$ cat config.mk
export PLATFORM = sky130hd
export DESIGN_NAME = adder_operand_packer_flat
export DESIGN_NICKNAME = d
export VERILOG_FILES = /design/src/rtl/adder_operand_packer_if.sv /design/src/rtl/adder_operand_packer.sv /design/src/flat_wrapper.sv
export SDC_FILE = /design/constraint.sdc
export NUM_CORES = 1
export LEC_CHECK = 0
export ABC_AREA = 1
export BUFFER_PORTS_ARGS = -buffer_cell sky130_fd_sc_hd__buf_2
export CORE_ASPECT_RATIO = 1.1
export CORE_MARGIN = 2
export CORE_UTILIZATION = 54
export CTS_BUF_LIST = sky130_fd_sc_hd__clkbuf_16
export CTS_CLUSTER_DIAMETER = 100
export DETAILED_ROUTE_END_ITERATION = 12
export GPL_ROUTABILITY_DRIVEN = 0
export MAX_ROUTING_LAYER = met4
export PLACE_DENSITY = 0.78
export SYNTH_ARGS = -nofsm -noshare
export SYNTH_HDL_FRONTEND = slang
export SYNTH_SLANG_ARGS = --single-unit
$ cat constraint.sdc
create_clock -name clk -period 1.6 [get_ports clk]
set_input_delay 0 -clock clk [delete_from_list [all_inputs] [get_ports clk]]
set_output_delay 0 -clock clk [all_outputs]
set_load 0.02 [all_outputs]
$ cat src/rtl/adder_operand_packer_if.sv
// rtl/adder_operand_packer_if.sv - operand stream and packed-group bus between feeder, packer and adder_chains
// in_last is present only when ADDER_PACKER_LAST_EN is defined.
interface adder_operand_packer_if #(
    parameter int MIN_WIDTH = 8,
    parameter int ADDER_NUM = 4
);
    logic [MIN_WIDTH-1:0]           in_data;
    logic                           in_valid;
    logic                           in_ready;
`ifdef ADDER_PACKER_LAST_EN
    logic                           in_last;
`endif
    logic [MIN_WIDTH*ADDER_NUM-1:0] adder_din;
    logic                           din_valid;
    logic                           dout_valid;

    modport master (
`ifdef ADDER_PACKER_LAST_EN
        output in_last,
`endif
        output in_data, in_valid,
        input  in_ready, adder_din, din_valid, dout_valid
    );

    modport slave (
`ifdef ADDER_PACKER_LAST_EN
        input  in_last,
`endif
        input  in_data, in_valid,
        output in_ready, adder_din, din_valid, dout_valid
    );
endinterface

$ cat src/rtl/adder_operand_packer.sv
// rtl/adder_operand_packer.sv - packs ADDER_NUM serial operands into one adder_chains input word
// Optional early group close via in_last when ADDER_PACKER_LAST_EN is defined.
module adder_operand_packer #(
    parameter int MIN_WIDTH     = 8,
    parameter int ADDER_NUM     = 4,
    parameter int CHAIN_LATENCY = 2
) (
    input  logic                    clk,
    input  logic                    rst_n,
    adder_operand_packer_if.slave   bus
);
    localparam int IW = (ADDER_NUM > 1) ? $clog2(ADDER_NUM) : 1;
    localparam int CW = MIN_WIDTH * (ADDER_NUM - 1);
    localparam int DW = MIN_WIDTH * ADDER_NUM;
    localparam logic [IW-1:0] LAST_IDX = IW'(ADDER_NUM - 1);

    logic [IW-1:0] idx, idx_next;
    logic [CW-1:0] collect, collect_next;
    logic [DW-1:0] din_reg, din_next;
    logic [DW-1:0] packed_word;
    logic          din_valid_reg, din_valid_next;
    logic          accept;
    logic          close_early;

    // Downstream has no backpressure, so readiness only depends on reset.
    assign bus.in_ready = ~rst_n;
    assign accept       = bus.in_valid & bus.in_ready;

`ifdef ADDER_PACKER_LAST_EN
    assign close_early = bus.in_last;
`else
    assign close_early = 1'b0;
`endif

    // Lanes above idx are already zero because the buffer is cleared on every completion.
    always_comb begin
        packed_word = {{MIN_WIDTH{1'b0}}, collect};
        for (int i = 0; i < ADDER_NUM; i++) begin
            if (idx == IW'(i)) begin
                packed_word[i*MIN_WIDTH +: MIN_WIDTH] = bus.in_data;
            end
        end
    end

    always_comb begin
        idx_next       = idx;
        collect_next   = collect;
        din_next       = din_reg;
        din_valid_next = 1'b0;
        if (accept) begin
            if (idx == LAST_IDX || close_early) begin
                din_next       = packed_word;
                din_valid_next = 1'b1;
                idx_next       = '0;
                collect_next   = '0;
            end else begin
                collect_next = packed_word[CW-1:0];
                idx_next     = idx + IW'(1);
            end
        end
    end

    always_ff @(posedge clk) begin
        if (rst_n) begin
            idx           <= '0;
            collect       <= '0;
            din_reg       <= '0;
            din_valid_reg <= 1'b0;
        end else begin
            idx           <= idx_next;
            collect       <= collect_next;
            din_reg       <= din_next;
            din_valid_reg <= din_valid_next;
        end
    end

    assign bus.adder_din = din_reg;
    assign bus.din_valid = din_valid_reg;

    generate
        if (CHAIN_LATENCY == 0) begin : g_no_delay
            assign bus.dout_valid = din_valid_reg;
        end else begin : g_delay
            logic [CHAIN_LATENCY-1:0] delay_line;

            always_ff @(posedge clk) begin
                if (rst_n) begin
                    delay_line <= '0;
                end else begin
                    delay_line <= (delay_line << 1) | CHAIN_LATENCY'(din_valid_reg);
                end
            end

            assign bus.dout_valid = delay_line[CHAIN_LATENCY-1];
        end
    endgenerate
endmodule

$ cat src/flat_wrapper.sv
// flat-port wrapper written by rule: the top's interface ports become plain ports
module adder_operand_packer_flat 
#(
    parameter int MIN_WIDTH     = 8,
    parameter int ADDER_NUM     = 4,
    parameter int CHAIN_LATENCY = 2
)
  (clk, rst_n, bus_in_data, bus_in_valid, bus_in_ready, bus_adder_din, bus_din_valid, bus_dout_valid);
  adder_operand_packer_if #(.MIN_WIDTH(MIN_WIDTH), .ADDER_NUM(ADDER_NUM)) bus_i ();
  input  logic clk;
  input  logic rst_n;
  input wire logic [$bits(bus_i.in_data)-1:0] bus_in_data;
  input wire logic [$bits(bus_i.in_valid)-1:0] bus_in_valid;
  output wire logic [$bits(bus_i.in_ready)-1:0] bus_in_ready;
  output wire logic [$bits(bus_i.adder_din)-1:0] bus_adder_din;
  output wire logic [$bits(bus_i.din_valid)-1:0] bus_din_valid;
  output wire logic [$bits(bus_i.dout_valid)-1:0] bus_dout_valid;
  assign bus_i.in_data = bus_in_data;
  assign bus_i.in_valid = bus_in_valid;
  assign bus_in_ready = bus_i.in_ready;
  assign bus_adder_din = bus_i.adder_din;
  assign bus_din_valid = bus_i.din_valid;
  assign bus_dout_valid = bus_i.dout_valid;
  adder_operand_packer #(.MIN_WIDTH(MIN_WIDTH), .ADDER_NUM(ADDER_NUM), .CHAIN_LATENCY(CHAIN_LATENCY)) u_core (.clk(clk), .rst_n(rst_n), .bus(bus_i));
endmodule
==> results of run 1 <==
[cell type report]
| cell class | instances | area, um^2 |
|---|---|---|
| Inverter | 11 | 41.3 |
| Clock buffer | 9 | 225 |
| Fill cell | 361 | 1270 |
| Multi-Input combinational cell | 256 | 1120 |
| Sequential cell | 61 | 1220 |
| Clock inverter | 7 | 66.3 |
| Timing Repair Buffer | 60 | 370 |
| Tap cell | 54 | 67.6 |
[synth_stat cells, drive strengths merged]
| library cell | number | area (um^2) |
|---|---|---|
| a211oi | 1 | 7.51 |
| clkinv | 1 | 3.75 |
| clkbuf | 3 | 11.3 |
| inv | 10 | 37.5 |
| nor2 | 7 | 52.6 |
| o21ai | 32 | 160 |
| dfxtp | 61 | 1220 |
| ha | 5 | 62.6 |
| a21oi | 25 | 125 |
| nand2 | 185 | 702 |
| buf | 16 | 96.3 |
| o21a | 1 | 7.51 |
[metrics by stage]
step                cell area (um^2)  utilization
global route                    3110        0.710
floorplan                       2490            -
detailed placement              2740        0.625
global placement                2740        0.625
finish                          3110        0.710
CTS                             3110        0.710
[timing repair]
item,4_1_cts,5_1_grt
hold buffers,8,0
setup endpoints to repair,0,0
hold endpoints to repair,8,0
[critical path, cell delays in order, from the launching register on]
cell     delay, ns
dfxtp_1       0.43
inv_1         0.10
ha_1          0.22
inv_1         0.21
nand2_1       0.09
nand2_1       0.09
nand2_1       0.06
a21oi_1       0.19
[kinds of logic (layout without fill, tap and decap cells)]
group	after synthesis	in the layout	synth area share
AND/OR/NAND/NOR	192	192	0.303
flip-flops	61	61	0.491
AO/OA/AOI/OAI	59	59	0.121
buffers and inverters	30	87	0.0599
adder cells (fa/ha/maj)	5	5	0.0252
[worst min-delay path by stage]
stage / startpoint / endpoint / cells past startpoint
4_1_cts: bus_in_valid / u_core.idx[0] / 3
3_3_place_gp: bus_in_data[0] / u_core.bus.adder_din[24] / 3
5_1_grt: bus_in_valid / u_core.idx[0] / 3
3_5_place_dp: bus_in_data[0] / u_core.bus.adder_din[24] / 3
2_1_floorplan: bus_in_data[0] / u_core.bus.adder_din[24] / 2
6_report: bus_in_valid / u_core.idx[0] / 3
[cell usage in the layout, fill, tap and decap left out, drive strengths merged]
master / instances
o21ai: 32
dfxtp: 61
clkbuf: 9
ha: 5
nand2: 185
nor2: 7
inv: 10
dlygate4sd3: 8
bufinv: 1
clkinvlp: 3
buf: 52
clkinv: 4
o21a: 1
a211oi: 1
a21oi: 25
[power by group through the flow]
stage / registers, uW / clock network [uW] / logic [uW]
global route: 1560 / 1970 / 296
floorplan: 1590 / 0 / 163
finish: 1560 / 1870 / 269
global placement: 1590 / 0 / 246
CTS: 1560 / 1890 / 267
detailed placement: 1590 / 0 / 249
[routing by layer]
metal / routed length, um / part of all wire
met4: 116 / 0.019
met3: 304 / 0.051
met1: 2580 / 0.43
met2: 2970 / 0.50
met5: 0 / 0
==> run_results.csv, run 1 <==
group,metric,value,unit
worst_setup_path,crit_path_start,"u_core.idx[0]",
clock_network,cts_buffer_depth,2,
detailed_routing,drt-wirelength-per-cell,13.0,um
clock_network,cts.sinks,61,
timing,hold_viol,0,
timing,min_period_over_period,0.920,
timing,holdWs,0.0139,ns
floorplanning,io_pins,46,
worst_setup_path,rr_startpoint,"u_core.idx[0]",
timing,finalWorstSetupSlack,0.129,ns
worst_setup_path,crit_end,"u_core.collect[1]",
power,p_int,2820,uW
detailed_routing,totalWireLength,5970,um
power,p_leak,0.00140,uW
worst_setup_path,criticalPathCategory,"flip-flop to flip-flop",
clock_network,clock_latency,0.33,ns
hold_path,hold_path_class,"primary input to flip-flop",
floorplanning,die_x,68.7,um
final_layout,syn_to_final_growth,25.0,%
timing,rsz0062_at_grt,"false",
synth,ys_seq_area_frac,0.491,
clock_network,root_buffer,"clkbuf_16",
worst_setup_path,ff2ff_path_depth,7,
worst_setup_path,cp.required,1.84,ns
detailed_routing,vias_per_cell,5.11,
timing,tightest_slew,0.505,ns
timing,fmax,0.680,GHz
global_route,grt_pass1_vias,2116,
clock_network,cts_buffers,9,
global_route,grtUsageMet3,0.0658,
synth,yosysUniqueCellTypes,20,
worst_setup_path,arrival,1.71,ns
timing,final.setup_skew,0.00285,ns
final_layout,diodes,0,
placement,hpwlAfterDp,3750,um
synth,synth-seq-cells,61,
timing,period_minus_slack,1.47,ns
floorplanning,floorplan.initialDensity,0.568,
global_route,top_usage_layer,"met2",
final_layout,num-nets-final,415,
timing,final-setup-viol-count,0,
clock_network,clk_pin_slew,0.05,ns
synth,netlist_area,2490,um^2
detailed_routing,drtPass1Iterations,5,
global_route,antenna_found_initial,0,
detailed_routing,initialDrtViolationCount,181,
global_route,use_met1,0.313,
timing,final.setup.tns,0,ns
detailed_routing,dr_total_vias,2341,
global_route,grt_pass1_wl,9600,um
synth,synthesis.nets,363,
floorplanning,rows,25,
power,clkPwrFrac,0.506,
power,switchingPower,877,uW
global_route,grt_usage,0.265,
status,status,"finished clean",
worst_setup_path,crit_path_end_kind,"flip-flop",
synth,avgSynthCellArea,7.17,um^2
worst_setup_path,worstReg2RegEnd,"u_core.collect[1]",
clock_network,cts_resized,0,
clock_network,cts_tree,"yes",
floorplanning,die_y,75.2,um
final_layout,drive_above_1_share,0.178,
global_route,overflow,0,
global_route,met2_usage,0.427,
floorplanning,dieArea,5170,um^2
clock_network,post_cts_buffers,0,
timing,slew_headroom,0.663,
placement,pre_cts_ws,0.149,ns
power,switching_share,0.237,
final_layout,largest_reg_flops,32,
synth,syn_inst,347,
global_route,grt_max_degree,65,
power,total_power,3700,uW
worst_setup_path,cp-start-kind,"flip-flop",
worst_setup_path,rrSetupSlack,0.13,ns
floorplanning,coreArea,4380,um^2
placement,port_buffers,45,
flow_run,drv_cap,0,
power,seq_power_share,0.421,
timing,slew_viol_final,0,
worst_setup_path,path_max_fanout,8,
clock_network,h-tree-depth,3,
power,power_density,1190,nW/um^2
final_layout,layout.cells.non_filler,458,
detailed_routing,drtAntennaViolNets,0,
power,combPwrFrac,0.073,
power,ir_worst_vdd,0.917,mV
synth,yosys_warnings,0,
placement,placed_cells,434,
detailed_routing,drc,0,
Power figures use the tool's default switching activity.
==> run 2: changes to the inputs <==
--- a/config.mk
+++ b/config.mk
@@ -7,15 +7,17 @@
 export LEC_CHECK = 0
 export ABC_AREA = 1
 export BUFFER_PORTS_ARGS = -buffer_cell sky130_fd_sc_hd__buf_2
+export CELL_PAD_IN_SITES_DETAIL_PLACEMENT = 1
+export CELL_PAD_IN_SITES_GLOBAL_PLACEMENT = 1
 export CORE_ASPECT_RATIO = 1.1
 export CORE_MARGIN = 2
-export CORE_UTILIZATION = 54
+export CORE_UTILIZATION = 39
 export CTS_BUF_LIST = sky130_fd_sc_hd__clkbuf_16
 export CTS_CLUSTER_DIAMETER = 100
 export DETAILED_ROUTE_END_ITERATION = 12
 export GPL_ROUTABILITY_DRIVEN = 0
 export MAX_ROUTING_LAYER = met4
-export PLACE_DENSITY = 0.78
+export PLACE_DENSITY_LB_ADDON = 0.1
 export SYNTH_ARGS = -nofsm -noshare
 export SYNTH_HDL_FRONTEND = slang
 export SYNTH_SLANG_ARGS = --single-unit
==> run_results.csv, run 2 (synthesis results as in run 1) <==
group,metric,value,unit
timing,rsz0062_at_grt,"false",
power,switchingPower,871,uW
floorplanning,die_x,80.1,um
placement,port_buffers,45,
clock_network,clock_latency,0.32,ns
timing,final.setup_skew,0.00531,ns
power,ir_worst_vdd,0.704,mV
worst_setup_path,cp-start-kind,"flip-flop",
power,combPwrFrac,0.075,
clock_network,cts_tree,"yes",
floorplanning,io_pins,46,
final_layout,nFillCells,811,
worst_setup_path,path_max_fanout,8,
timing,final-setup-viol-count,0,
timing,hold_viol,0,
detailed_routing,totalWireLength,6950,um
power,p_leak,0.00141,uW
final_layout,syn_to_final_growth,26.5,%
final_layout,largest_reg_flops,32,
detailed_routing,drtAntennaViolNets,0,
timing,tightest_slew,0.369,ns
worst_setup_path,cp.required,1.84,ns
final_layout,final_area,3150,um^2
worst_setup_path,crit_path_end_kind,"flip-flop",
worst_setup_path,cp_top_family,"flip-flops",
detailed_routing,wl_met3,245,um
detailed_routing,drc,0,
final_layout,num-nets-final,415,
detailed_routing,wl_met2,3230,um
power,p_int,2810,uW
final_layout,diodes,0,
timing,slew_headroom,0.754,
timing,fmax,0.719,GHz
final_layout,utilization,0.511,
clock_network,post_cts_buffers,0,
detailed_routing,routed.top_layer,"met4",
timing,period_minus_slack,1.39,ns
timing,min_period_over_period,0.869,
detailed_routing,wirelength_met1,3340,um
clock_network,cts_buffer_depth,2,
detailed_routing,drtPass1Iterations,4,
floorplanning,floorplan.initialDensity,0.404,
clock_network,clk_pin_slew,0.05,ns
floorplanning,dieArea,7030,um^2
worst_setup_path,cp_slowest_cell,"dfxtp_1",
timing,slew_viol_final,0,
power,clkPwrFrac,0.502,
hold_path,hold_path_class,"primary input to flip-flop",
final_layout,mostFrequentLayoutCell,"nand2_1",
global_route,grt_pass1_vias,2362,
power,power_density,1170,nW/um^2
global_route,grt_pass1_wl,11600,um
clock_network,h-tree-depth,3,
detailed_routing,dr_total_vias,2366,
floorplanning,coreArea,6160,um^2
global_route,overflow,0,
global_route,grt_usage,0.225,
worst_setup_path,cpMostUsedCell,"nand2_1",
final_layout,mostFrequentLayoutCells,"184 x nand2_1, 60 x dfxtp_1, 45 x buf_2",
detailed_routing,vias_per_cell,4.89,
floorplanning,die_y,87.8,um
placement,placed_cell_area,2790,um^2
power,switching_share,0.236,
worst_setup_path,crit_chain,"inv_1, ha_1, inv_1, nand2_1, nand2_1, nand2_1, a21oi_1",
global_route,grt_max_degree,47,
worst_setup_path,cpPeakStageDelay,0.39,ns
worst_setup_path,arrival,1.63,ns
worst_setup_path,critical_path_buf_inv_count,2,
final_layout,drive_above_1_share,0.181,
floorplanning,rows,30,
clock_network,cts_buffers,9,
status,status,"finished clean",
clock_network,cts.sinks,61,
detailed_routing,drt-wirelength-per-cell,14.4,um
clock_network,root_buffer,"clkbuf_16",
placement,hpwlAfterDp,4520,um
global_route,antenna_found_initial,0,
detailed_routing,initialDrtViolationCount,89,
timing,final.setup.tns,0,ns
flow_run,drv_cap,0,
power,seq_power_share,0.423,
worst_setup_path,criticalPathCategory,"flip-flop to flip-flop",
run 2: cell count changes in the layout (fill, tap and decap cells not counted):
cell           before  now
inv_1               9   10
inv_2               1    2
clkinvlp_4          3    1
buf_12              1    2
dfxtp_2             0    1
dlygate4sd3_1       8    7
dfxtp_1            61   60
run 2: through the flow:
stage	hold slack, ns	setup slack [ns]	std cells	power [uW]
after floorplan	0.119	0.316	347	1760
after global placement	0.278	0.205	461	1850
after detailed placement	0.301	0.102	461	1850
after CTS	0.00307	0.0430	484	3730
after global routing	0.0225	0.0216	484	3820
final	0.0145	0.209	484	3680
run 2: power by group through the flow:
stage / combinational [uW] / clock, uW / sequential [uW]
after floorplan: 163 / 0 / 1590
after global placement: 256 / 0 / 1590
after detailed placement: 260 / 0 / 1590
after CTS: 276 / 1890 / 1560
after global routing: 307 / 1950 / 1560
final: 275 / 1850 / 1560
run 2: worst paths after layout:
check | end | depth (start not counted) | from | slack, ns
setup / recovery | u_core.collect[9] | 7 | u_core.idx[1] | 0.21
hold reg to reg | u_core.g_delay.delay_line[1] | 2 | u_core.g_delay.delay_line[0] | 0.40
setup reg to reg | u_core.collect[9] | 7 | u_core.idx[1] | 0.21
hold / removal | u_core.bus.adder_din[25] | 3 | bus_in_data[1] | 0.01
run 2: tightest hold or removal path: stages:
cell	delay (ns)
buf_2	0.15
nand2_1	0.08
o21ai_1	0.05
run 2: timing repair:
action                     in CTS  in global routing
setup endpoints to repair       0                 15
hold buffers                    7                  0
hold endpoints to repair        7                  0
gates resized for setup         0                  2
run 2: cell type report:
type	count	area [um^2]	share of cell area
Clock inverter	7	58.8	0.0187
Clock buffer	9	225	0.0716
Timing Repair Buffer	60	380	0.121
Tap cell	80	100	0.0318
Sequential cell	61	1220	0.389
Inverter	11	41.3	0.0131
Multi-Input combinational cell	256	1120	0.355
run 2: layer usage:
metal	vias up	global-route usage
met4	0	0.0832
li1	1189	-
met3	11	0.0495
met2	44	0.350
met5	-	-
met1	1122	0.287
==> run 3: changes to the inputs <==
--- a/config.mk
+++ b/config.mk
@@ -6,15 +6,15 @@
 export NUM_CORES = 1
 export LEC_CHECK = 0
 export ABC_AREA = 1
-export BUFFER_PORTS_ARGS = -buffer_cell sky130_fd_sc_hd__buf_2
 export CELL_PAD_IN_SITES_DETAIL_PLACEMENT = 1
 export CELL_PAD_IN_SITES_GLOBAL_PLACEMENT = 1
 export CORE_ASPECT_RATIO = 1.1
 export CORE_MARGIN = 2
-export CORE_UTILIZATION = 39
+export CORE_UTILIZATION = 47
 export CTS_BUF_LIST = sky130_fd_sc_hd__clkbuf_16
 export CTS_CLUSTER_DIAMETER = 100
 export DETAILED_ROUTE_END_ITERATION = 12
+export DONT_BUFFER_PORTS = 1
 export GPL_ROUTABILITY_DRIVEN = 0
 export MAX_ROUTING_LAYER = met4
 export PLACE_DENSITY_LB_ADDON = 0.1
==> constraint.sdc (replaced) <==
create_clock -name clk -period 1.7 [get_ports clk]
set_input_delay 0 -clock clk [delete_from_list [all_inputs] [get_ports clk]]
set_output_delay 0 -clock clk [all_outputs]
set_load 0.02 [all_outputs]
==> run_results.csv, run 3 (synthesis results as in run 1) <==
group,metric,value,unit
final_layout,drive_above_1_share,0.0718,
worst_setup_path,worstReg2RegEnd,"u_core.collect[16]",
global_route,antenna_found_initial,0,
floorplanning,io_pins,46,
floorplanning,coreArea,5070,um^2
detailed_routing,vias_per_cell,5.38,
power,ir_worst_vdd,0.608,mV
timing,slew_headroom,0.283,
worst_setup_path,rr_startpoint,"u_core.idx[0]",
hold_path,worstHoldPathCells,2,
clock_network,cts_tree,"yes",
global_route,grt_usage,0.264,
worst_setup_path,arrival,1.75,ns
global_route,grt_max_degree,49,
worst_setup_path,cpPeakStageDelay,0.43,ns
worst_setup_path,rrSetupSlack,0.18,ns
clock_network,cts_buffers,9,
placement,placed_cell_area,2520,um^2
timing,fmax,0.656,GHz
final_layout,nFillCells,639,
final_layout,mostFrequentLayoutCells,"184 x nand2_1, 61 x dfxtp_1, 30 x o21ai_1",
placement,hpwlAfterDp,4370,um
placement,port_buffers,0,
final_layout,mostFrequentLayoutCell,"nand2_1",
final_layout,final_area,2960,um^2
timing,hold_viol,0,
hold_path,hold_path_class,"primary input to flip-flop",
global_route,grt_pass1_vias,2302,
timing,rsz0062_at_grt,"false",
clock_network,clk_pin_slew,0.05,ns
worst_setup_path,cp-start-kind,"flip-flop",
final_layout,largest_reg_flops,32,
power,p_leak,0.00120,uW
timing,final.setup.tns,0,ns
global_route,grt_pass1_wl,11400,um
final_layout,num-nets-final,373,
worst_setup_path,criticalPathCategory,"flip-flop to flip-flop",
timing,min_period_over_period,0.896,
global_route,overflow,0,
worst_setup_path,crit_chain,"inv_1, ha_1, inv_1, nand2_1, nand2_1, nand2_1, a21oi_1",
clock_network,root_buffer,"clkbuf_16",
final_layout,diodes,0,
detailed_routing,drc,0,
timing,period_minus_slack,1.52,ns
worst_setup_path,path_max_fanout,8,
detailed_routing,routed.top_layer,"met4",
final_layout,syn_to_final_growth,18.8,%
detailed_routing,dr_total_vias,2260,
timing,final.setup_skew,0.00352,ns
worst_setup_path,critical_path_buf_inv_count,2,
detailed_routing,wirelength_met1,3080,um
detailed_routing,totalWireLength,6890,um
timing,final-setup-viol-count,0,
detailed_routing,drt-wirelength-per-cell,16.4,um
clock_network,cts_buffer_depth,2,
detailed_routing,wl_met3,378,um
worst_setup_path,ff2ff_path_depth,7,
clock_network,cts.sinks,61,
power,power_density,1260,nW/um^2
worst_setup_path,cp_top_family,"flip-flops",
worst_setup_path,crit_path_end_kind,"flip-flop",
floorplanning,die_x,73.4,um
timing,slew_viol_final,0,
worst_setup_path,cp_slowest_cell,"dfxtp_1",
floorplanning,dieArea,5890,um^2
detailed_routing,drtPass1Iterations,5,
timing,tightest_slew,1.07,ns
worst_setup_path,cp.required,1.93,ns
floorplanning,floorplan.initialDensity,0.491,
status,status,"finished clean",
clock_network,h-tree-depth,3,
flow_run,drv_cap,0,
detailed_routing,drtAntennaViolNets,0,
detailed_routing,initialDrtViolationCount,95,
floorplanning,rows,27,
hold_path,min_to,"u_core.idx[1]",
worst_setup_path,cpMostUsedCell,"nand2_1",
hold_path,holdCritStartpoint,"bus_in_valid",
clock_network,clock_latency,0.32,ns
detailed_routing,wl_met2,3380,um
floorplanning,die_y,80.3,um
run 3: changes by cell type in the layout (fill, tap and decap cells not counted), sizes merged:
cell,change
buf,-45
bufinv,+2
clkinvlp,-1
dlygate4sd3,+3
inv,-1
run 3: power breakdown:
group	total (uW)	switching, uW	internal [uW]	leakage [uW]
registers	1480	22.1	1450	0.000493
clock network	2020	613	1410	0.000163
logic	238	165	72.7	0.000549
total	3740	800	2940	0.00120
run 3: worst max-delay path by stage:
stage | slack, ns | startpoint | depth (start not counted) | endpoint
floorplan | 0.42 | u_core.idx[0] | 8 | u_core.collect[3]
global placement | 0.30 | u_core.idx[0] | 7 | u_core.collect[1]
detailed placement | 0.17 | u_core.idx[0] | 7 | u_core.collect[1]
CTS | 0.12 | u_core.idx[0] | 7 | u_core.collect[3]
global route | 0.01 | u_core.idx[0] | 7 | u_core.collect[17]
finish | 0.18 | u_core.idx[0] | 7 | u_core.collect[16]
run 3: per-layer routing:
metal  global-route usage  vias up
met5                    -        -
met4               0.0964        0
met3               0.0427        4
met2                0.444       48
met1                0.317     1093
li1                     -     1115
run 3: worst reg2reg max path: stages (launching register included):
cell and delay [ns]:
dfxtp_1 0.43, inv_1 0.11, ha_1 0.23, inv_1 0.24, nand2_1 0.11, nand2_1 0.10
nand2_1 0.06, a21oi_1 0.16
run 3: per-stage QoR:
step / hold WS, ns / utilization / setup WS [ns] / instances / total power, uW
3_3_place_gp: 0.0720 / 0.498 / 0.296 / 394 / 1690
6_report: 0.0352 / 0.583 / 0.176 / 420 / 3740
2_1_floorplan: 0.119 / - / 0.416 / 347 / 1650
4_1_cts: 0.0390 / 0.583 / 0.124 / 420 / 3760
3_5_place_dp: 0.0742 / 0.498 / 0.167 / 394 / 1700
5_1_grt: 0.0547 / 0.583 / 0.0148 / 420 / 3850
run 3: area by class of cell:
class                   count  area [um^2]  area share
inverters                  11         41.3      0.0140
clock inverters             7          105      0.0356
multi-input cells         256         1120       0.378
well taps                  58         72.6      0.0246
clock buffers               9          225      0.0762
repair buffers             18          173      0.0584
flip-flops and latches     61         1220       0.413
run 3: timing repair:
item / in CTS / in global routing
resized for setup: 0 / 1
hold buffers: 10 / 0
setup endpoints to repair: 0 / 8
buffers inserted: 0 / 0
endpoints found under the hold margin: 61 / 0
